## src/rtl/mips_wb_pkg.sv

```systemverilog
// Shared types for the write buffer: entry layout, drain FSM states and
// byte-lane width helper.
package mips_wb_pkg;

  // Byte-lane count for a data bus of the given width.
  function automatic int be_w(input int data_w);
    return data_w / 8;
  endfunction

  // Default-width view of one buffered store.
  localparam int WB_ADDR_W = 32;
  localparam int WB_DATA_W = 32;
  localparam int WB_BE_W   = be_w(WB_DATA_W);

  typedef struct packed {
    logic [WB_ADDR_W-1:0] addr;
    logic [WB_DATA_W-1:0] data;
    logic [WB_BE_W-1:0]   be;
  } wb_entry_t;

  typedef enum logic {
    IDLE  = 1'b0,
    ISSUE = 1'b1
  } drain_state_t;

endpackage

```

## src/rtl/mips_wb_fwd_search.sv

```systemverilog
// Store-to-load forwarding lookup: scans valid entries from youngest
// (tail-1) to oldest and reports the first address match.
module mips_wb_fwd_search
  import mips_wb_pkg::*;
#(
  parameter int BUF_BITS = 3,
  parameter int ADDR_W   = 32,
  parameter int DATA_W   = 32
) (
  input  logic [(2**BUF_BITS)-1:0][ADDR_W-1:0]   entry_addr,
  input  logic [(2**BUF_BITS)-1:0][DATA_W-1:0]   entry_data,
  input  logic [(2**BUF_BITS)-1:0][DATA_W/8-1:0] entry_be,
  input  logic [(2**BUF_BITS)-1:0]               valid,
  input  logic [BUF_BITS-1:0]                    tail,
  input  logic [ADDR_W-1:0]                      fwd_addr,
  output logic                                   hit,
  output logic                                   partial,
  output logic [DATA_W-1:0]                      data
);

  localparam int DEPTH = 2 ** BUF_BITS;
  localparam int BE_W  = be_w(DATA_W);

  logic                found;
  logic [BUF_BITS-1:0] idx;

  // Youngest-first priority scan; k == DEPTH wraps to the oldest slot.
  always_comb begin
    hit     = 1'b0;
    partial = 1'b0;
    data    = '0;
    found   = 1'b0;
    idx     = '0;
    for (int k = 1; k <= DEPTH; k++) begin
      idx = tail - BUF_BITS'(k);
      if (!found && valid[idx] && (entry_addr[idx] == fwd_addr)) begin
        found = 1'b1;
        data  = entry_data[idx];
        if (entry_be[idx] == {BE_W{1'b1}}) hit = 1'b1;
        else                               partial = 1'b1;
      end
    end
  end

endmodule

```

## src/rtl/mips_cache_writebuffer_merge.sv

```systemverilog
// Store write buffer in front of an Avalon-MM master write port: circular
// FIFO with merging into the youngest entry, forwarding lookup and a
// drain hold so reads can borrow the bus.
module mips_cache_writebuffer_merge
  import mips_wb_pkg::*;
#(
  parameter int BUF_BITS = 3,
  parameter int ADDR_W   = 32,
  parameter int DATA_W   = 32,
  parameter bit MERGE_EN = 1'b1,
  parameter bit FWD_EN   = 1'b1
) (
  input  logic                  clk,
  input  logic                  rst,
  input  logic                  in_write,
  input  logic [ADDR_W-1:0]     in_addr,
  input  logic [DATA_W-1:0]     in_writedata,
  input  logic [DATA_W/8-1:0]   in_byteenable,
  output logic                  in_accept,
  output logic                  full,
  output logic                  empty,
  output logic [BUF_BITS:0]     count,
  input  logic                  hold,
  output logic [ADDR_W-1:0]     avm_address,
  output logic                  avm_write,
  output logic [DATA_W-1:0]     avm_writedata,
  output logic [DATA_W/8-1:0]   avm_byteenable,
  input  logic                  avm_waitrequest,
  input  logic [ADDR_W-1:0]     fwd_addr,
  output logic                  fwd_hit,
  output logic                  fwd_partial,
  output logic [DATA_W-1:0]     fwd_data
);

  localparam int DEPTH = 2 ** BUF_BITS;
  localparam int BE_W  = be_w(DATA_W);
  localparam int CNT_W = BUF_BITS + 1;

  logic [DEPTH-1:0][ADDR_W-1:0] e_addr;
  logic [DEPTH-1:0][DATA_W-1:0] e_data;
  logic [DEPTH-1:0][BE_W-1:0]   e_be;
  logic [DEPTH-1:0]             e_valid;

  logic [BUF_BITS-1:0] head, tail, tail_m1, ld_idx;
  drain_state_t        state, state_nxt;
  logic                merge_case, do_merge, do_push, pop, load;
  logic [DATA_W-1:0]   merged_data, ld_data, s_data;
  logic [BE_W-1:0]     merged_be, ld_be;
  logic                s_hit, s_partial;

  // New bytes replace old ones only on enabled lanes.
  function automatic logic [DATA_W-1:0] merge_lanes(input logic [DATA_W-1:0] old_d,
                                                    input logic [DATA_W-1:0] new_d,
                                                    input logic [BE_W-1:0]   be);
    logic [DATA_W-1:0] r;
    r = old_d;
    for (int b = 0; b < BE_W; b++)
      if (be[b]) r[b*8 +: 8] = new_d[b*8 +: 8];
    return r;
  endfunction

  assign tail_m1 = tail - BUF_BITS'(1);
  assign empty   = (count == '0);
  assign full    = (count == CNT_W'(DEPTH));

  // The sole entry already on the bus must not change under the slave.
  assign merge_case = MERGE_EN && !empty && (in_addr == e_addr[tail_m1]) &&
                      !((state == ISSUE) && (count == CNT_W'(1)));
  assign do_merge   = in_write && merge_case;
  assign do_push    = in_write && !merge_case && !full;
  assign in_accept  = do_merge || do_push;

  assign merged_data = merge_lanes(e_data[tail_m1], in_writedata, in_byteenable);
  assign merged_be   = e_be[tail_m1] | in_byteenable;

  // A merge landing on the entry being loaded this edge must reach the bus.
  assign ld_data = (do_merge && (ld_idx == tail_m1)) ? merged_data : e_data[ld_idx];
  assign ld_be   = (do_merge && (ld_idx == tail_m1)) ? merged_be   : e_be[ld_idx];

  // Entry storage: push writes the tail slot, merge rewrites the youngest slot.
  always_ff @(posedge clk) begin
    if (do_push) begin
      e_addr[tail] <= in_addr;
      e_data[tail] <= in_writedata;
      e_be[tail]   <= in_byteenable;
    end else if (do_merge) begin
      e_data[tail_m1] <= merged_data;
      e_be[tail_m1]   <= merged_be;
    end
  end

  // Ring pointers and occupancy; push and pop on one edge cancel in count.
  always_ff @(posedge clk or negedge rst) begin
    if (!rst) begin
      head  <= '0;
      tail  <= '0;
      count <= '0;
    end else begin
      if (do_push) tail <= tail + BUF_BITS'(1);
      if (pop)     head <= head + BUF_BITS'(1);
      count <= count + CNT_W'(do_push) - CNT_W'(pop);
    end
  end

  // Drain FSM next state: hold only gates starting a new write.
  always_comb begin
    state_nxt = state;
    pop       = 1'b0;
    load      = 1'b0;
    ld_idx    = head;
    case (state)
      IDLE: begin
        if (!empty && !hold) begin
          state_nxt = ISSUE;
          load      = 1'b1;
        end
      end
      ISSUE: begin
        if (!avm_waitrequest) begin
          pop = 1'b1;
          if ((count > CNT_W'(1)) && !hold) begin
            load   = 1'b1;
            ld_idx = head + BUF_BITS'(1);
          end else begin
            state_nxt = IDLE;
          end
        end
      end
      default: state_nxt = IDLE;
    endcase
  end

  // Drain FSM state and registered Avalon outputs, held while stalled.
  always_ff @(posedge clk or negedge rst) begin
    if (!rst) begin
      state          <= IDLE;
      avm_write      <= 1'b0;
      avm_address    <= '0;
      avm_writedata  <= '0;
      avm_byteenable <= '0;
    end else begin
      state <= state_nxt;
      if (load) begin
        avm_write      <= 1'b1;
        avm_address    <= e_addr[ld_idx];
        avm_writedata  <= ld_data;
        avm_byteenable <= ld_be;
      end else if (state_nxt == IDLE) begin
        avm_write <= 1'b0;
      end
    end
  end

  // Slot i is live when its distance from head is below the occupancy.
  always_comb begin
    e_valid = '0;
    for (int i = 0; i < DEPTH; i++)
      e_valid[i] = ({1'b0, BUF_BITS'(i) - head} < count);
  end

  mips_wb_fwd_search #(
    .BUF_BITS (BUF_BITS),
    .ADDR_W   (ADDR_W),
    .DATA_W   (DATA_W)
  ) u_fwd (
    .entry_addr (e_addr),
    .entry_data (e_data),
    .entry_be   (e_be),
    .valid      (e_valid),
    .tail       (tail),
    .fwd_addr   (fwd_addr),
    .hit        (s_hit),
    .partial    (s_partial),
    .data       (s_data)
  );

  assign fwd_hit     = FWD_EN ? s_hit     : 1'b0;
  assign fwd_partial = FWD_EN ? s_partial : 1'b0;
  assign fwd_data    = FWD_EN ? s_data    : '0;

endmodule
```

## config.mk

```make
export PLATFORM = sky130hd
export DESIGN_NAME = mips_cache_writebuffer_merge
export DESIGN_NICKNAME = d
export VERILOG_FILES = /design/src/rtl/mips_wb_pkg.sv /design/src/rtl/mips_wb_fwd_search.sv /design/src/rtl/mips_cache_writebuffer_merge.sv
export SDC_FILE = /design/constraint.sdc
export NUM_CORES = 2
export LEC_CHECK = 0
export CAP_MARGIN = 20
export CORE_MARGIN = 2
export CORE_UTILIZATION = 47
export CTS_CLUSTER_DIAMETER = 50
export DETAILED_ROUTE_END_ITERATION = 6
export PLACE_DENSITY = 0.65
export RECOVER_POWER = 25
export SLEW_MARGIN = 10
export SYNTH_ARGS = -nofsm -noshare
export SYNTH_HDL_FRONTEND = slang
export SYNTH_SLANG_ARGS = --single-unit
```

## constraint.sdc

```tcl
create_clock -name clk -period 8.67 [get_ports clk]
set_input_delay 1.3005 -clock clk [delete_from_list [all_inputs] [get_ports clk]]
set_output_delay 1.3005 -clock clk [all_outputs]
set_load 0.005 [all_outputs]
```

==> reports/summary.log <==
[clocking] CTS tree done
[die] chip height 344.8 um
[timing] unrepaired setup endpoints after global routing false
[setup_path] ordered cell list for the critical path inv_2 > ha_4 > buf_4 > mux4_2 > xnor2_1 > nand2_1 > nor4_1 > a21oi_1 > a311oi_1 > or4b_1 > and3_2 > and4_4 > a221o_1 > a32o_1 > clkdlybuf4s50_1
[timing] Final setup violation count 1
[global_routing] global route overflow 0
[setup_path] CP max FO 65
[global_routing] via count of the first global-routing pass 43.28k
[timing] sum of negative setup slack -0.01372 ns
[timing] worst slew pin tran 3.866 ns
[timing] final critical-path share of the clock period 1.002
[setup_path] startpoint class of the critical path register
[synth] Syn Nets 5001
[detailed_routing] number of iterations in the first detailed-routing pass 7
[setup_path] critical path required time 7.37 ns
[setup_path] kind of critical path reg -> out
[job] number of violations of the max-capacitance limit 2
[timing] Max-slew headroom -1.577
[global_routing] most used routing layer in global routing met2
[detailed_routing] number of DRC markers in iteration 0 6978
[setup_path] crit path buf inv count 3
[detailed_routing] remaining antenna violation count 0
[run_status] result of the run finished with violations
[synth] ys flop type sky130_fd_sc_hd__edfxtp_1
[global_routing] wire length of the first global-routing pass 308200 um
[die] die footprint 118900 um^2
[setup_path] slowest library cell on the worst path sky130_fd_sc_hd__or4b_1
[die] FP Rows 125
[cells_and_area] final net count 4944
[global_routing] pin count of the biggest net entering global routing 154
[die] Starting Density 0.4716
[timing] Max Clock Skew 0.06126 ns
[synth] synthesized cell area 54580 um^2
[clocking] number of levels in the clock H-tree 3
[die] I/O pin cnt 215
[run_status] violations in the final reports DRC, capacitance limit, slew limit, setup timing
[worst_hold_path] classification of the worst-slack hold path reg -> reg
[global_routing] total track usage 0.3563
[place] HPWL after detailed placement 141400 um
[synth] gate count after technology mapping 4869
[detailed_routing] via-per-instance ratio 7.217
[pwr] worst vdd ir 503.1 uV
[clocking] source-to-sink clock delay at the later pin of the worst-skew pair 0.71 ns
[worst_hold_path] startpoint of the worst hold path avm_address[12]
[detailed_routing] DRC violation count after routing 2
[cells_and_area] fraction of final layout cells sized beyond drive strength 1 0.2175
[clocking] clk sinks 624
[synth] Synth async-reset ratio 0.1282
[setup_path] Crit Reg-Reg Startpoint tail[1]
[detailed_routing] wire length per cell after detailed routing 33.49 um
[timing] setup slack of the critical path after layout -0.01372 ns
[global_routing] initial antenna violation count 26
[synth] number of distinct library cells after synthesis 86
[global_routing] global routing met2 resource utilization 0.5189
[timing] Max Fclk 115.2 MHz
[synth] count of warnings emitted by yosys 0
[timing] max-slew violation count 83
[setup_path] peak per-stage delay on the critical path 0.74 ns
[die] die extent in x 344.8 um
[detailed_routing] vias post-DR 46.40k
[die] core box area 115700 um^2
[synth] synthesized area divided by synthesized cell count 11.21 um^2
[clocking] clock tree root buffer cell sky130_fd_sc_hd__clkbuf_16
[timing] count of endpoints failing hold in the final timing report 0
[place] number of input and output port buffers inserted 214
[clocking] maximum number of buffers from clock root to sink 3
[setup_path] sort of element at the end of the critical path primary output
[synth] number of enable flip-flop cells after synthesis 544
[cells_and_area] Util after Layout 0.5250
[detailed_routing] Final Routed Wirelength 215300 um
[clocking] post-CTS clock slew at the launch and capture registers of the worst setup and hold paths 0.05 ns
[setup_path] worst endpoint data arrival time 7.38 ns
[synth] flops & latches, synth 624
[place] final RePlAce weighted congestion 1.097
[setup_path] worst setup path startpoint tail[0]
[cells_and_area] area growth from synthesis to layout 11.34%
[timing] minimum period implied by the final worst setup slack 8.684 ns
[global_routing] fraction of met1 tracks used by global routing 0.4870
[pwr] leakage dissipation 0.02178 uW
[cells_and_area] filler cell count in the final layout 9861
[synth] sequential area share after synthesis 0.3360
[pwr] power density over the cells 475.6 nW/um^2
[setup_path] Worst path top cell family by delay simple AND/OR/NAND/NOR gates
[timing] worst hold-check slack 0.4716 ns
[clocking] number of buffers created by CTS 91
[global_routing] met3 Track Usage GR 0.1116
## metrics by stage
stage	std cells	worst slack, ns	cell area [um^2]	power, uW
6_report	6430	-0.01372	60760	28900
5_1_grt	6420	0.02751	60740	29890
4_1_cts	6410	0.01991	60680	28210
3_5_place_dp	6241	0.7298	57640	24410
3_3_place_gp	6241	0.6815	57640	24230
2_1_floorplan	4869	1.088	54580	18260
## final cells by class
cell class	instances	area, um^2	area share
Multi-Input combinational cell	3723	34020	0.5599
Sequential cell	624	18350	0.3020
Timing Repair Buffer	337	3263	0.05370
Clock buffer	116	2475	0.04073
Tap cell	1524	1907	0.03138
Clock inverter	53	564.3	0.009287
Inverter	35	138.9	0.002286
Antenna cell	18	45.04	0.0007413
## cells by family (layout without fill, tap and decap cells)
kind of cell,after synthesis,count (layout),share of synthesized area
other cells,0,18,0
flops,624,624,0.3360
xor+xnor,278,278,0.04489
buf+inv,522,541,0.04452
fa+ha+maj,27,27,0.006327
simple gates,1226,1226,0.1022
mux,1210,1210,0.3538
compound gates,982,982,0.1123
## worst register-to-register path, stage by stage, from the launching register on
cell and delay, ns:
sky130_fd_sc_hd__dfrtp_4 0.53, sky130_fd_sc_hd__inv_6 0.28, sky130_fd_sc_hd__ha_4 0.26, sky130_fd_sc_hd__xor2_4 0.69
sky130_fd_sc_hd__buf_4 0.62, sky130_fd_sc_hd__mux2i_1 0.31, sky130_fd_sc_hd__xor2_1 0.37, sky130_fd_sc_hd__nand4_1 0.32
sky130_fd_sc_hd__nor4_1 0.54, sky130_fd_sc_hd__and4_1 0.43, sky130_fd_sc_hd__a21oi_1 0.24, sky130_fd_sc_hd__nand2b_1 0.23
sky130_fd_sc_hd__or3_2 0.44, sky130_fd_sc_hd__buf_4 0.38, sky130_fd_sc_hd__nand2b_1 0.37, sky130_fd_sc_hd__and2_2 0.76
sky130_fd_sc_hd__buf_4 0.56
## synthesized netlist by cell type, types with 8 or more instances
cell type / instances / area share
sky130_fd_sc_hd__o2111ai_1: 8 / 0.0013
sky130_fd_sc_hd__mux2_2: 141 / 0.029
sky130_fd_sc_hd__buf_4: 21 / 0.0029
sky130_fd_sc_hd__edfxtp_1: 544 / 0.30
sky130_fd_sc_hd__o211ai_1: 42 / 0.0058
sky130_fd_sc_hd__o21ai_0: 395 / 0.036
sky130_fd_sc_hd__or4_1: 9 / 0.0012
sky130_fd_sc_hd__and4b_1: 31 / 0.0057
sky130_fd_sc_hd__ha_1: 26 / 0.0060
sky130_fd_sc_hd__mux2i_1: 508 / 0.093
sky130_fd_sc_hd__a211oi_1: 15 / 0.0021
sky130_fd_sc_hd__o22ai_1: 104 / 0.012
sky130_fd_sc_hd__o21a_1: 14 / 0.0019
sky130_fd_sc_hd__a41o_1: 31 / 0.0057
sky130_fd_sc_hd__o21ai_1: 31 / 0.0028
sky130_fd_sc_hd__nor4_1: 27 / 0.0031
sky130_fd_sc_hd__nand2b_1: 21 / 0.0024
sky130_fd_sc_hd__and3_1: 15 / 0.0017
sky130_fd_sc_hd__a221o_1: 8 / 0.0015
sky130_fd_sc_hd__xnor2_1: 183 / 0.029
sky130_fd_sc_hd__buf_1: 96 / 0.0066
sky130_fd_sc_hd__nor3_1: 40 / 0.0037
sky130_fd_sc_hd__nand4_1: 45 / 0.0052
sky130_fd_sc_hd__nor2_1: 160 / 0.011
sky130_fd_sc_hd__a221oi_1: 41 / 0.0066
sky130_fd_sc_hd__a21oi_1: 136 / 0.012
sky130_fd_sc_hd__or3_1: 15 / 0.0017
sky130_fd_sc_hd__o31ai_1: 11 / 0.0015
sky130_fd_sc_hd__a31oi_1: 10 / 0.0011
sky130_fd_sc_hd__clkbuf_1: 245 / 0.017
sky130_fd_sc_hd__o2bb2ai_1: 36 / 0.0058
sky130_fd_sc_hd__nor3b_1: 8 / 0.0011
sky130_fd_sc_hd__buf_2: 93 / 0.0085
sky130_fd_sc_hd__nand2_1: 719 / 0.049
sky130_fd_sc_hd__xor2_1: 93 / 0.015
sky130_fd_sc_hd__inv_1: 29 / 0.0020
sky130_fd_sc_hd__nand3_1: 42 / 0.0039
sky130_fd_sc_hd__a22oi_1: 25 / 0.0034
sky130_fd_sc_hd__buf_6: 24 / 0.0050
sky130_fd_sc_hd__a211o_1: 35 / 0.0056
sky130_fd_sc_hd__and2_1: 16 / 0.0018
sky130_fd_sc_hd__dfrtp_1: 80 / 0.037
sky130_fd_sc_hd__mux4_2: 561 / 0.23
sky130_fd_sc_hd__nor2b_1: 15 / 0.0017
sky130_fd_sc_hd__or2_2: 37 / 0.0042
## path summary, 6_finish.rpt
| kind | slack (ns) | endpoint | cells past startpoint |
|---|---|---|---|
| max | -0.01 | fwd_data[30] | 15 |
| min | 0.47 | avm_address[12] | 2 |
| max reg2reg | 1.00 | e_data[149] | 16 |
| min reg2reg | 0.47 | avm_address[12] | 2 |
| max in group asynchronous | 2.56 | tail[2] | 2 |
| min in group asynchronous | 1.94 | avm_address[16] | 1 |
## state kept, by name (all words and copies together) (netlist names)
| signal | count |
|---|---|
| avm_address | 32 |
| avm_byteenable | 4 |
| avm_write | 1 |
| avm_writedata | 32 |
| count | 4 |
| e_addr | 256 |
| e_be | 32 |
| e_data | 256 |
| head | 3 |
| state | 1 |
| tail | 3 |
## routing by layer
metal | wire (um) | share of wire | up-vias
li1 | - | - | 18954
met1 | 80250 | 0.37 | 22939
met2 | 92750 | 0.43 | 3772
met3 | 30980 | 0.14 | 716
met4 | 11170 | 0.052 | 22
met5 | 163 | 0.00076 | -
## cells in the final DEF (no fill, tap or decap), types with 42 or more instances in the layout
cell type	instances
sky130_fd_sc_hd__nand2_1	719
sky130_fd_sc_hd__mux4_2	561
sky130_fd_sc_hd__edfxtp_1	544
sky130_fd_sc_hd__mux2i_1	507
sky130_fd_sc_hd__o21ai_0	395
sky130_fd_sc_hd__clkdlybuf4s50_1	180
sky130_fd_sc_hd__xnor2_1	178
sky130_fd_sc_hd__nor2_1	158
sky130_fd_sc_hd__mux2_2	141
sky130_fd_sc_hd__a21oi_1	136
sky130_fd_sc_hd__buf_4	106
sky130_fd_sc_hd__o22ai_1	104
sky130_fd_sc_hd__clkbuf_16	94
sky130_fd_sc_hd__xor2_1	92
sky130_fd_sc_hd__dfrtp_1	77
sky130_fd_sc_hd__nand4_1	45
sky130_fd_sc_hd__o211ai_1	42
## report_power, final
group          switching, uW  internal (uW)  total (uW)  leakage (uW)
clock                   1500           2250        3740       0.00147
sequential               630           4140        4770       0.00600
combinational          12200           8140       20400        0.0143
## timing repair
item / 4_1_cts / 5_1_grt
resized for setup: 0 / 2
hold buffers: 0 / 0
setup endpoints to repair: 0 / 33
setup buffers: 0 / 1
Power figures use the tool's default switching activity.
